**config.mk**
```make
export PLATFORM = sky130hd
export DESIGN_NAME = regfile_mp
export DESIGN_NICKNAME = d
export VERILOG_FILES = /design/src/rtl/regfile_mp.sv
export SDC_FILE = /design/constraint.sdc
export NUM_CORES = 1
export LEC_CHECK = 0
export CAP_MARGIN = 20
export CORE_ASPECT_RATIO = 0.75
export CORE_UTILIZATION = 45
export CTS_BUF_LIST = sky130_fd_sc_hd__clkbuf_4 sky130_fd_sc_hd__clkbuf_8 sky130_fd_sc_hd__clkbuf_16
export DETAILED_ROUTE_END_ITERATION = 8
export PLACE_DENSITY = 0.67
export SYNTH_ARGS = -nofsm -noshare
export SYNTH_HDL_FRONTEND = slang
export SYNTH_SLANG_ARGS = --single-unit
```
**constraint.sdc**
```tcl
create_clock -name clk -period 2.2 [get_ports clk]
set_clock_uncertainty 0.2 [all_clocks]
set_input_delay 0.44 -clock clk [delete_from_list [all_inputs] [get_ports clk]]
set_output_delay 0.44 -clock clk [all_outputs]
set_load 0.02 [all_outputs]
```
**src/rtl/regfile_mp.sv**
```systemverilog
// rtl/regfile_mp.sv - multi-port register file: 2 comb reads, 2 sync writes, load busy scoreboard
module regfile_mp #(
    parameter int DATA_W   = 8,
    parameter int ADDR_W   = 3,
    parameter int ZERO_REG = 0,
    parameter int BYPASS   = 1,
    localparam int NUM_REGS = 2 ** ADDR_W
) (
    input  logic                clk,
    input  logic                rst,
    input  logic [ADDR_W-1:0]   rd_addr1,
    input  logic [ADDR_W-1:0]   rd_addr2,
    output logic [DATA_W-1:0]   rd_data1,
    output logic [DATA_W-1:0]   rd_data2,
    output logic                rd_busy1,
    output logic                rd_busy2,
    input  logic                wa_en,
    input  logic [ADDR_W-1:0]   wa_addr,
    input  logic [DATA_W-1:0]   wa_data,
    input  logic                wb_en,
    input  logic [ADDR_W-1:0]   wb_addr,
    input  logic [DATA_W-1:0]   wb_data,
    input  logic                mark_en,
    input  logic [ADDR_W-1:0]   mark_addr,
    output logic [NUM_REGS-1:0] busy_vec
);

    logic [DATA_W-1:0]   regs [NUM_REGS];
    logic [NUM_REGS-1:0] busy;

    always_ff @(posedge clk or negedge rst) begin
        if (!rst) begin
            for (int i = 0; i < NUM_REGS; i++) begin
                regs[i] <= '0;
            end
            busy <= '0;
        end else begin
            for (int i = 0; i < NUM_REGS; i++) begin
                if ((ZERO_REG != 0) && (i == 0)) begin
                    regs[i] <= '0;
                    busy[i] <= 1'b0;
                end else begin
                    // ALU result is the younger instruction, so port A wins a collision
                    if (wa_en && (wa_addr == ADDR_W'(i))) begin
                        regs[i] <= wa_data;
                    end else if (wb_en && (wb_addr == ADDR_W'(i))) begin
                        regs[i] <= wb_data;
                    end
                    // a new load issued as the old one returns keeps the register busy
                    if (mark_en && (mark_addr == ADDR_W'(i))) begin
                        busy[i] <= 1'b1;
                    end else if (wb_en && (wb_addr == ADDR_W'(i))) begin
                        busy[i] <= 1'b0;
                    end
                end
            end
        end
    end

    function automatic logic [DATA_W-1:0] read_data(input logic [ADDR_W-1:0] a);
        logic [DATA_W-1:0] v;
        v = regs[a];
        if ((BYPASS != 0) && wa_en && (wa_addr == a)) begin
            v = wa_data;
        end else if ((BYPASS != 0) && wb_en && (wb_addr == a)) begin
            v = wb_data;
        end
        if ((ZERO_REG != 0) && (a == '0)) begin
            v = '0;
        end
        return v;
    endfunction

    function automatic logic read_busy(input logic [ADDR_W-1:0] a);
        logic b;
        b = busy[a];
        if ((BYPASS != 0) && wb_en && (wb_addr == a)) begin
            b = 1'b0;
        end
        if ((ZERO_REG != 0) && (a == '0)) begin
            b = 1'b0;
        end
        return b;
    endfunction

    always_comb begin
        rd_data1 = read_data(rd_addr1);
        rd_data2 = read_data(rd_addr2);
        rd_busy1 = read_busy(rd_addr1);
        rd_busy2 = read_busy(rd_addr2);
    end

    assign busy_vec = busy;

endmodule
```
==> flow_metrics.py, run 1 <==
metrics = {
    "yosys": {
        "ys.flop_type": "dfrtp_1",
        "synth_area_leader_cell": "dfrtp_1",
        "ys_seq_area_share_pct": 35.0,
        "synth_fa_ha_area_share_pct": 0,
        "synth_mux_area_share_pct": 37.8,
        "ys_seq_elements": 72,
        "synth_top_family_by_area": "multiplexers",
        "yosys_warnings": 0,
        "yosysMostFrequentCell": "mux2i_1",
        "synth_compound_area_share_pct": 8.75,
        "yosysTopAreaCellShare_pct": 35.0,
        "synth_area_um2": 5150,
        "synth_area_leaders": "dfrtp_1, mux4_1, mux2i_1",
        "syn-instance-count": 480,
        "synth_common_cells": "mux2i_1, dfrtp_1, nand2_1",
        "synth_area_per_cell_um2": 10.7,
        "ys_types": 25,
        "synth_edf_count": 0,
        "yosys.area_share.xor_xnor_pct": 2.04,
        "synth-async-reset-ratio_pct": 100,
        "syn_nets": 516,
        "synth-simple-area-share_pct": 10.4,
    },
    "sta": {
        "hold_viol": 0,
        "worst_pin_slew_ps": 499,
        "slew_violations": 0,
        "fin_ws_ps": -375,
        "rsz0062_at_grt": "true",
        "period_share_pct": 117,
        "max_freq_ghz": 0.388,
        "fin_crit_ps": 2580,
        "final.setup.tns_ps": -5490,
        "slew_headroom_pct": 66.7,
        "setup_viol": 18,
    },
    "route": {
        "drt_iter0_markers": 482,
        "vias": 4549,
        "via_per_inst": 6.07,
        "drc": 5,
        "firstDrtPassIters": 7,
        "wl_per_cell_um": 23.4,
        "postRouteAntennaNets": 0,
        "totalWireLength_mm": 17.5,
    },
    "grt": {
        "gr-total-overflow": 0,
        "groute.usage.overall_pct": 31.2,
        "grt_pass1_vias": 4572,
        "grt_max_degree": 22,
        "antenna_found_initial": 0,
        "grt_pass1_wl_mm": 26.4,
    },
    "placement": {
        "hpwlAfterDp_mm": 10.5,
        "portBuffers": 61,
        "place.gp.congestion": 0.829,
    },
    "critical_path": {
        "crit_arrival_ps": 1940,
        "critPathKind": "primary input to primary output",
        "cp_max_fo": 4,
        "cpLargestDelayFamily": "multiplexers",
        "slowest_stage": "mux4_2",
        "path_buf_inv": 4,
        "critPathMaxStageDelay_ps": 500,
        "critPathMostFrequentCell": "buf_12",
        "critPathCaptureType": "primary output",
        "r2r_slack_ps": 950,
        "worst_ep_required_time_ps": 1560,
        "path_cells": "buf_12, buf_12, buf_16, mux4_2, mux2_4, mux2i_4, o21ai_2, buf_6",
        "critPathLaunchType": "primary input",
    },
    "job": {
        "maxCapViolations": 0,
    },
    "power_and_ir_drop": {
        "p_sw_mw": 1.77,
        "clkPwrFrac_pct": 26.3,
        "p_int_mw": 3.78,
        "report.power.total_mw": 5.55,
        "leakage_nw": 3.16,
        "comb_power_share_pct": 40.1,
        "power.density_nw_per_um2": 752,
        "ir_drop_uv": 441,
        "seqPwrFrac_pct": 33.5,
        "switching_share_pct": 32.0,
    },
    "floorplanning": {
        "io_pins": 62,
        "start_util_pct": 46.7,
        "coreArea_um2": 11000,
        "die_y_um": 94.6,
        "rows": 33,
        "die-width_um": 125,
        "die-area_um2": 11900,
    },
    "status": {
        "status": "finished, violations left",
        "failed_checks": "design-rule violations, negative setup slack",
    },
    "clocking": {
        "h-tree-depth": 3,
        "clk_pin_slew_worst_paths_ps": 60,
        "cts_tree": "yes",
        "clock_sinks": 72,
        "numCtsBuffers": 9,
        "clk_latency_ps": 340,
        "clk_path_buf_depth": 2,
        "root_buffer": "clkbuf_16",
    },
    "min_path": {
        "hold_path_class": "flop to flop",
    },
    "final_layout": {
        "nNetsFinal": 640,
        "antenna_cells": 0,
        "area_growth_pct": 43.4,
        "drive_above_1_share_pct": 39.6,
    },
}
## power by group through the flow
stage | clock, mW | sequential (mW) | combinational [mW]
after global placement | 0 | 1.83 | 1.82
after floorplan | 0 | 1.82 | 1.13
after CTS | 1.48 | 1.84 | 2.12
final | 1.46 | 1.86 | 2.23
after global routing | 1.53 | 1.89 | 2.36
after detailed placement | 0 | 1.87 | 1.87
## state kept, by name (all words and copies together), names as in the netlist
name,count
regs,64
busy_vec,8
## cell usage in the layout (no fill, tap or decap), types with 5 or more instances in the layout
| master | count |
|---|---|
| buf_6 | 23 |
| o21ai_2 | 16 |
| nand2_1 | 56 |
| buf_16 | 5 |
| clkdlybuf4s50_1 | 32 |
| buf_4 | 69 |
| nand4b_1 | 6 |
| dfrtp_1 | 72 |
| mux2i_1 | 69 |
| buf_12 | 27 |
| nand2b_1 | 5 |
| mux2i_2 | 5 |
| nor2_1 | 33 |
| clkbuf_16 | 9 |
| a21oi_1 | 32 |
| mux2_4 | 14 |
| o21ai_0 | 34 |
| xnor2_1 | 9 |
| mux2i_4 | 8 |
| mux4_2 | 36 |
## cells by family after synthesis
| family | count (synthesis) |
|---|---|
| flops | 72 |
| simple gates | 115 |
| xor+xnor | 12 |
| mux | 134 |
| buf+inv | 59 |
| compound gates | 88 |
## through the flow
stage | instances | hold WS [ps] | util, % | area, um2 | setup slack [ps]
3_3_place_gp | 704 | 219 | 58.4 | 6440 | -1290
6_report | 749 | 395 | 67.0 | 7380 | -375
4_1_cts | 746 | 396 | 66.4 | 7320 | -375
3_5_place_dp | 704 | 228 | 58.4 | 6440 | -1300
2_1_floorplan | 480 | -55.6 | - | 5140 | -17.4
5_1_grt | 749 | 422 | 67.0 | 7380 | -424
## worst paths after layout
| path | startpoint | end | cells after the start |
|---|---|---|---|
| max | rd_addr1[0] | rd_data1[5] | 8 |
| min | busy_vec[7]$_DFFE_PN0P_ | busy_vec[7]$_DFFE_PN0P_ | 2 |
| max reg2reg | regs[59]$_DFFE_PN0P_ | regs[59]$_DFFE_PN0P_ | 4 |
| min reg2reg | busy_vec[7]$_DFFE_PN0P_ | busy_vec[7]$_DFFE_PN0P_ | 2 |
| max in group asynchronous | rst | regs[7]$_DFFE_PN0P_ | 3 |
| min in group asynchronous | rst | busy_vec[6]$_DFFE_PN0P_ | 2 |
## repair_timing
action	CTS	global route
hold buffers	1	0
endpoints found under the setup margin	18	18
buffers inserted	16	8
cloned	10	0
endpoints found under the hold margin	13	0
pin swaps	18	7
gates resized for setup	192	19
## cell type report
cell class | instances | area (um2)
Fill cell | 800 | 3640
Multi-Input combinational cell | 349 | 3190
Timing Repair Buffer | 168 | 1900
Sequential cell | 72 | 1800
Clock buffer | 9 | 225
Tap cell | 140 | 175
Clock inverter | 7 | 70.1
Inverter | 4 | 15.0
## layer usage
layer	up-vias	wire [um]	track usage (%)
met5	-	0	0
met2	266	8220	50.7
met4	0	524	13.6
li1	1994	-	-
met1	2246	7260	40.2
met3	43	1510	7.42
## worst register-to-register path, cell delays in order, from the launching register on
cell and delay, ps:
dfrtp_1 400, buf_4 140, buf_4 130, mux2i_1 170, o21ai_0 100
Power figures use the tool's default switching activity.
==> run 2: changes to the inputs <==
--- a/config.mk
+++ b/config.mk
@@ -5,6 +5,7 @@
 export SDC_FILE = /design/constraint.sdc
 export NUM_CORES = 1
 export LEC_CHECK = 0
+export ABC_CLOCK_PERIOD_IN_PS = 2500
 export CAP_MARGIN = 20
 export CORE_ASPECT_RATIO = 0.75
 export CORE_UTILIZATION = 45
==> constraint.sdc (replaced) <==
create_clock -name clk -period 2.5 [get_ports clk]
set_clock_uncertainty 0.2 [all_clocks]
set_input_delay 0.5 -clock clk [delete_from_list [all_inputs] [get_ports clk]]
set_output_delay 0.5 -clock clk [all_outputs]
set_load 0.02 [all_outputs]
==> run 2 against run 1 <==
Compared with the run above:
- the run still ends with design-rule violations, negative setup slack left
- global-route usage fell by 0.71 points
- power fell by 14%
- first-iteration DRC count fell by 6.0%
- hold slack got worse by 47 ps
- cell count fell by 2.4%
- critical path type unchanged
- largest cell class unchanged
- highest routed layer unchanged
==> flow_metrics.py, run 2 (same netlist as run 1, synthesis figures left out) <==
metrics = {
    "placement": {
        "portBuffers": 61,
        "hpwlAfterDp_mm": 10.8,
        "place.gp.congestion": 0.837,
        "dpl_worst_slack_ps": -1040,
        "placedCellCount": 695,
    },
    "sta": {
        "fin_crit_ps": 2630,
        "fin_hold_ws_ps": 347,
        "rsz0062_at_grt": "true",
        "slew_headroom_pct": 70.8,
        "setup_viol": 16,
        "slew_violations": 0,
        "period_share_pct": 105,
        "fin_ws_ps": -129,
        "hold_viol": 0,
        "worst_pin_slew_ps": 438,
        "max_freq_ghz": 0.380,
    },
    "status": {
        "failed_checks": "design-rule violations, negative setup slack",
        "status": "finished, violations left",
    },
    "floorplanning": {
        "coreArea_um2": 11000,
        "die-width_um": 125,
        "die-area_um2": 11900,
        "io_pins": 62,
        "die_y_um": 94.6,
        "start_util_pct": 46.7,
        "rows": 33,
    },
    "final_layout": {
        "largest_register": "regs",
        "drive_above_1_share_pct": 32.0,
        "antenna_cells": 0,
        "area_growth_pct": 34.5,
        "fin_cells": 731,
        "fin_util_pct": 62.8,
        "final_common_cell": "mux2i_1",
        "nNetsFinal": 622,
        "mostFrequentLayoutCells": "mux2i_1, buf_4, dfrtp_1",
        "largest_reg_flops": 64,
    },
    "critical_path": {
        "crit_arrival_ps": 1930,
        "critPathCaptureType": "primary output",
        "critPathLaunchType": "primary input",
        "critPathKind": "primary input to primary output",
        "worst_ep_required_time_ps": 1800,
        "cp_max_fo": 5,
    },
    "clocking": {
        "root_buffer": "clkbuf_16",
        "clk_path_buf_depth": 2,
        "numCtsBuffers": 9,
        "clk_pin_slew_worst_paths_ps": 60,
        "cts_tree": "yes",
        "clock_sinks": 72,
        "clk_latency_ps": 340,
        "h-tree-depth": 3,
    },
    "route": {
        "vias": 4512,
        "drt_iter0_markers": 453,
        "firstDrtPassIters": 7,
        "drc": 7,
        "via_per_inst": 6.17,
        "postRouteAntennaNets": 0,
        "totalWireLength_mm": 17.5,
        "wl_per_cell_um": 24.0,
    },
    "power_and_ir_drop": {
        "leakage_nw": 3.00,
        "report.power.total_mw": 4.76,
        "power.density_nw_per_um2": 688,
        "ir_drop_uv": 354,
    },
    "grt": {
        "grt_pass1_wl_mm": 25.9,
        "grt_max_degree": 33,
        "antenna_found_initial": 0,
        "gr-total-overflow": 0,
        "grt_pass1_vias": 4324,
        "groute.usage.overall_pct": 30.5,
    },
    "job": {
        "maxCapViolations": 0,
    },
    "min_path": {
        "hold_path_class": "flop to flop",
    },
}
## run 2: changes by cell type in the layout (fill, tap and decap cells not counted), moves of 3 or more
cell | before | now
clkdlybuf4s50_1 | 32 | 29
o21ai_1 | 2 | 18
buf_12 | 27 | 15
mux2i_1 | 69 | 82
buf_6 | 23 | 5
mux2i_2 | 5 | 0
clkinv_2 | 3 | 0
o21ai_2 | 16 | 0
dlygate4sd2_1 | 4 | 7
buf_16 | 5 | 8
mux2i_4 | 8 | 0
buf_4 | 69 | 76
## run 2: path summary, 6_finish.rpt
check / from / end / slack [ps] / cells after the start
setup reg to reg: regs[57]$_DFFE_PN0P_ / regs[57]$_DFFE_PN0P_ / 1350 / 3
max in group asynchronous: rst / regs[1]$_DFFE_PN0P_ / 1100 / 3
setup / recovery: rd_addr2[0] / rd_data2[3] / -130 / 7
hold reg to reg: busy_vec[6]$_DFFE_PN0P_ / busy_vec[6]$_DFFE_PN0P_ / 350 / 2
min in group asynchronous: rst / busy_vec[3]$_DFFE_PN0P_ / 430 / 2
hold / removal: busy_vec[6]$_DFFE_PN0P_ / busy_vec[6]$_DFFE_PN0P_ / 350 / 2
## run 2: report_power, final
| group | internal [mW] | total, mW | leakage [nW] | switching, mW |
|---|---|---|---|---|
| logic | 0.907 | 1.64 | 1.99 | 0.728 |
| registers | 1.42 | 1.67 | 0.846 | 0.252 |
| clock network | 0.921 | 1.45 | 0.164 | 0.528 |
## run 2: per-layer routing
layer / global-route usage, % / share of wire (%)
met5: 0 / 0
met4: 8.94 / 1.4
met3: 9.18 / 11
met2: 49.1 / 46
met1: 39.9 / 42
## run 2: what timing repair did
item | 4_1_cts | 5_1_grt
setup buffers | 10 | 0
hold buffers | 1 | 0
pin swaps | 2 | 2
gates resized for setup | 184 | 10
endpoints found under the hold margin | 14 | 0
setup endpoints to repair | 18 | 18
gates cloned | 8 | 1
## run 2: per-stage QoR
| stage | instance area, um2 | TNS [ps] |
|---|---|---|
| after floorplan | 5150 | 0 |
| after global placement | 6320 | -17520 |
| after detailed placement | 6320 | -17920 |
| after CTS | 6870 | -1640 |
| after global routing | 6920 | -2610 |
| final | 6920 | -1750 |
## run 2: final cells by class
class | instances | area [um2]
Clock buffer | 11 | 246
Clock inverter | 5 | 86.3
Inverter | 4 | 15.0
Sequential cell | 72 | 1800
Multi-Input combinational cell | 349 | 3000
Timing Repair Buffer | 150 | 1600
Tap cell | 140 | 175
Fill cell | 883 | 4100
## run 2: worst max-delay path, stage by stage
cell	delay, ps
buf_12	120
buf_12	140
mux4_2	500
mux2_4	290
mux2i_1	140
o21ai_1	70
buf_2	160
==> run 3: changes to the inputs <==
--- a/config.mk
+++ b/config.mk
@@ -5,13 +5,15 @@
 export SDC_FILE = /design/constraint.sdc
 export NUM_CORES = 1
 export LEC_CHECK = 0
+export ABC_AREA = 1
 export ABC_CLOCK_PERIOD_IN_PS = 2500
 export CAP_MARGIN = 20
 export CORE_ASPECT_RATIO = 0.75
 export CORE_UTILIZATION = 45
 export CTS_BUF_LIST = sky130_fd_sc_hd__clkbuf_4 sky130_fd_sc_hd__clkbuf_8 sky130_fd_sc_hd__clkbuf_16
 export DETAILED_ROUTE_END_ITERATION = 8
-export PLACE_DENSITY = 0.67
+export HOLD_SLACK_MARGIN = 0.02
+export PLACE_DENSITY = 0.66
 export SYNTH_ARGS = -nofsm -noshare
 export SYNTH_HDL_FRONTEND = slang
 export SYNTH_SLANG_ARGS = --single-unit
==> constraint.sdc (replaced) <==
create_clock -name clk -period 2.5 [get_ports clk]
set_clock_uncertainty 0.2 [all_clocks]
set_input_delay 0.5 -clock clk [delete_from_list [all_inputs] [get_ports clk]]
set_output_delay 0.5 -clock clk [all_outputs]
set_load 0.05 [all_outputs]
==> run 3 against run 2 <==
Compared with the run above:
- via count increased by 50%
- cell count increased by 55%
- hold slack got worse by 37 ps
- critical path type unchanged
- the run ends with negative setup slack left
- die area increased by 3.6%
- clock power decreased by 7%
- critical path depth increased by 3
- combinational power increased by 17%
- sequential cell count unchanged
==> flow_metrics.py, run 3 <==
metrics = {
    "status": {
        "status": "finished, violations left",
        "failed_checks": "negative setup slack",
    },
    "floorplanning": {
        "io_pins": 62,
        "die_y_um": 96.3,
        "start_util_pct": 46.1,
        "rows": 34,
        "die-area_um2": 12300,
        "die-width_um": 128,
        "coreArea_um2": 11600,
    },
    "route": {
        "wl_per_cell_um": 20.5,
        "postRouteAntennaNets": 0,
        "via_per_inst": 5.95,
        "drc": 0,
        "totalWireLength_mm": 23.3,
        "drt_iter0_markers": 911,
        "vias": 6748,
        "firstDrtPassIters": 5,
    },
    "grt": {
        "grt_pass1_wl_mm": 35.5,
        "grt_pass1_vias": 6345,
        "groute.usage.overall_pct": 39.1,
        "gr-total-overflow": 0,
        "grt_max_degree": 38,
        "antenna_found_initial": 0,
    },
    "final_layout": {
        "ff_latch_area_um2": 1800,
        "fill_cells": 1057,
        "multiInputGateArea_um2": 3120,
        "final_common_cell": "nand2_1",
        "fin_cells": 1135,
        "area_growth_pct": 40.7,
        "antenna_cells": 0,
        "mostFrequentLayoutCells": "nand2_1, nand3_1, inv_1",
        "largest_reg_flops": 64,
        "nNetsFinal": 1005,
        "drive_above_1_share_pct": 23.0,
        "fin_util_pct": 64.8,
        "largest_register": "regs",
    },
    "sta": {
        "slew_headroom_pct": 66.1,
        "fin_ws_ps": -2.76,
        "max_freq_ghz": 0.400,
        "fin_crit_ps": 2500,
        "rsz0062_at_grt": "true",
        "worst_pin_slew_ps": 507,
        "setup_viol": 1,
        "slew_violations": 0,
        "period_share_pct": 100,
        "hold_viol": 0,
        "final.setup.tns_ps": -2.76,
    },
    "yosys": {
        "ys_types": 28,
        "ys_seq_area_share_pct": 33.8,
        "syn_nets": 866,
        "syn-instance-count": 830,
        "yosysTopAreaCellShare_pct": 33.8,
        "synth_area_leader_cell": "dfrtp_1",
        "synth_edf_count": 0,
        "ys.flop_type": "dfrtp_1",
        "synth_area_leaders": "dfrtp_1, nand2_1, nand3_1",
        "ys_seq_elements": 72,
        "synth-async-reset-ratio_pct": 100,
        "synth_area_per_cell_um2": 6.43,
        "yosys_warnings": 0,
        "synth_common_cells": "nand2_1, nand3_1, inv_1",
        "yosysMostFrequentCell": "nand2_1",
        "synth_area_um2": 5330,
    },
    "critical_path": {
        "worst_ep_required_time_ps": 1800,
        "crit_arrival_ps": 1800,
        "critPathKind": "primary input to primary output",
        "critPathLaunchType": "primary input",
        "cp_max_fo": 7,
        "critPathCaptureType": "primary output",
    },
    "clocking": {
        "numCtsBuffers": 9,
        "root_buffer": "clkbuf_16",
        "clock_sinks": 72,
        "clk_pin_slew_worst_paths_ps": 60,
        "clk_latency_ps": 340,
        "h-tree-depth": 3,
        "clk_path_buf_depth": 2,
        "cts_tree": "yes",
    },
    "placement": {
        "portBuffers": 61,
        "place.gp.congestion": 1.02,
        "hpwlAfterDp_mm": 17.7,
        "placedCellCount": 1109,
    },
    "power_and_ir_drop": {
        "ir_drop_uv": 375,
        "leakage_nw": 3.77,
        "power.density_nw_per_um2": 645,
    },
    "min_path": {
        "hold_path_class": "flop to flop",
    },
    "job": {
        "maxCapViolations": 0,
    },
}
run 3: cell types whose count changed after synthesis, sizes merged, moves of 6 or more:
cell	change
nand4b	-6
mux2	-16
nand3	+165
nor2	+10
inv	+106
o221ai	+25
o211ai	+10
a21oi	-16
mux2i	-82
nand2	+182
buf	-6
xnor2	-12
mux4	-36
o21ai	+46
run 3: critical path, stage by stage:
cell     delay [ps]
buf_2           120
buf_6           160
buf_6           140
nor2_1           50
nor2_1          160
nand2_1         110
nand3_2         110
nand3_2          70
a21oi_2         200
buf_12          160
run 3: area by class of cell:
| type | instances | area share, % |
|---|---|---|
| well taps | 162 | 2.70 |
| repair buffers | 170 | 22.0 |
| inverters | 110 | 5.70 |
| clock inverters | 5 | 0.767 |
| clock buffers | 10 | 3.18 |
| flip-flops and latches | 72 | 24.0 |
| multi-input cells | 606 | 41.6 |
run 3: logic make-up after synthesis:
family / count (synthesis) / synth area share (%)
flip-flops: 72 / 33.8
AND/OR/NAND/NOR: 449 / 36.7
XOR/XNOR: 1 / 0.164
AO/OA/AOI/OAI: 154 / 17.1
buffers and inverters: 154 / 12.2
run 3: power by group:
group / total [mW] / internal [mW] / leakage, nW / switching, mW
Sequential: 1.58 / 1.41 / 0.870 / 0.165
Combinational: 1.92 / 0.739 / 2.77 / 1.18
Clock: 1.35 / 0.793 / 0.137 / 0.552
Total: 4.84 / 2.94 / 3.77 / 1.90
run 3: worst paths after layout:
kind | start | endpoint | slack, ps | cells past startpoint
setup / recovery | rd_addr2[0] | rd_data2[3] | -3 | 10
hold / removal | regs[20]$_DFFE_PN0P_ | regs[20]$_DFFE_PN0P_ | 310 | 2
setup reg to reg | busy_vec[0]$_DFFE_PN0P_ | busy_vec[0]$_DFFE_PN0P_ | 1490 | 2
hold reg to reg | regs[20]$_DFFE_PN0P_ | regs[20]$_DFFE_PN0P_ | 310 | 2
max in group asynchronous | rst | regs[12]$_DFFE_PN0P_ | 1030 | 3
min in group asynchronous | rst | regs[46]$_DFFE_PN0P_ | 480 | 2
run 3: per-stage QoR:
step | cell area (um2) | setup slack, ps | hold WS (ps) | total power [mW]
global placement | 6900 | -428 | 291 | 3.34
floorplan | 5380 | 10.8 | 4.41 | 2.60
CTS | 7400 | 0.599 | 311 | 4.75
finish | 7500 | -2.76 | 310 | 4.84
detailed placement | 6900 | -455 | 291 | 3.37
global route | 7500 | -35.8 | 327 | 5.05
run 3: per-layer routing:
layer | vias up | wire, um | GRT usage, %
met5 | - | 0 | 0
met1 | 3192 | 9800 | 55.3
li1 | 3029 | - | -
met3 | 60 | 2640 | 6.73
met2 | 467 | 10300 | 60.7
met4 | 0 | 534 | 12.5
run 3: what timing repair did:
action,in CTS,in global routing
resized for setup,73,47
cloned,2,0
hold buffers,1,0
buffers inserted,5,3
setup endpoints to repair,18,18
pin swaps,18,24
endpoints found under the hold margin,35,0
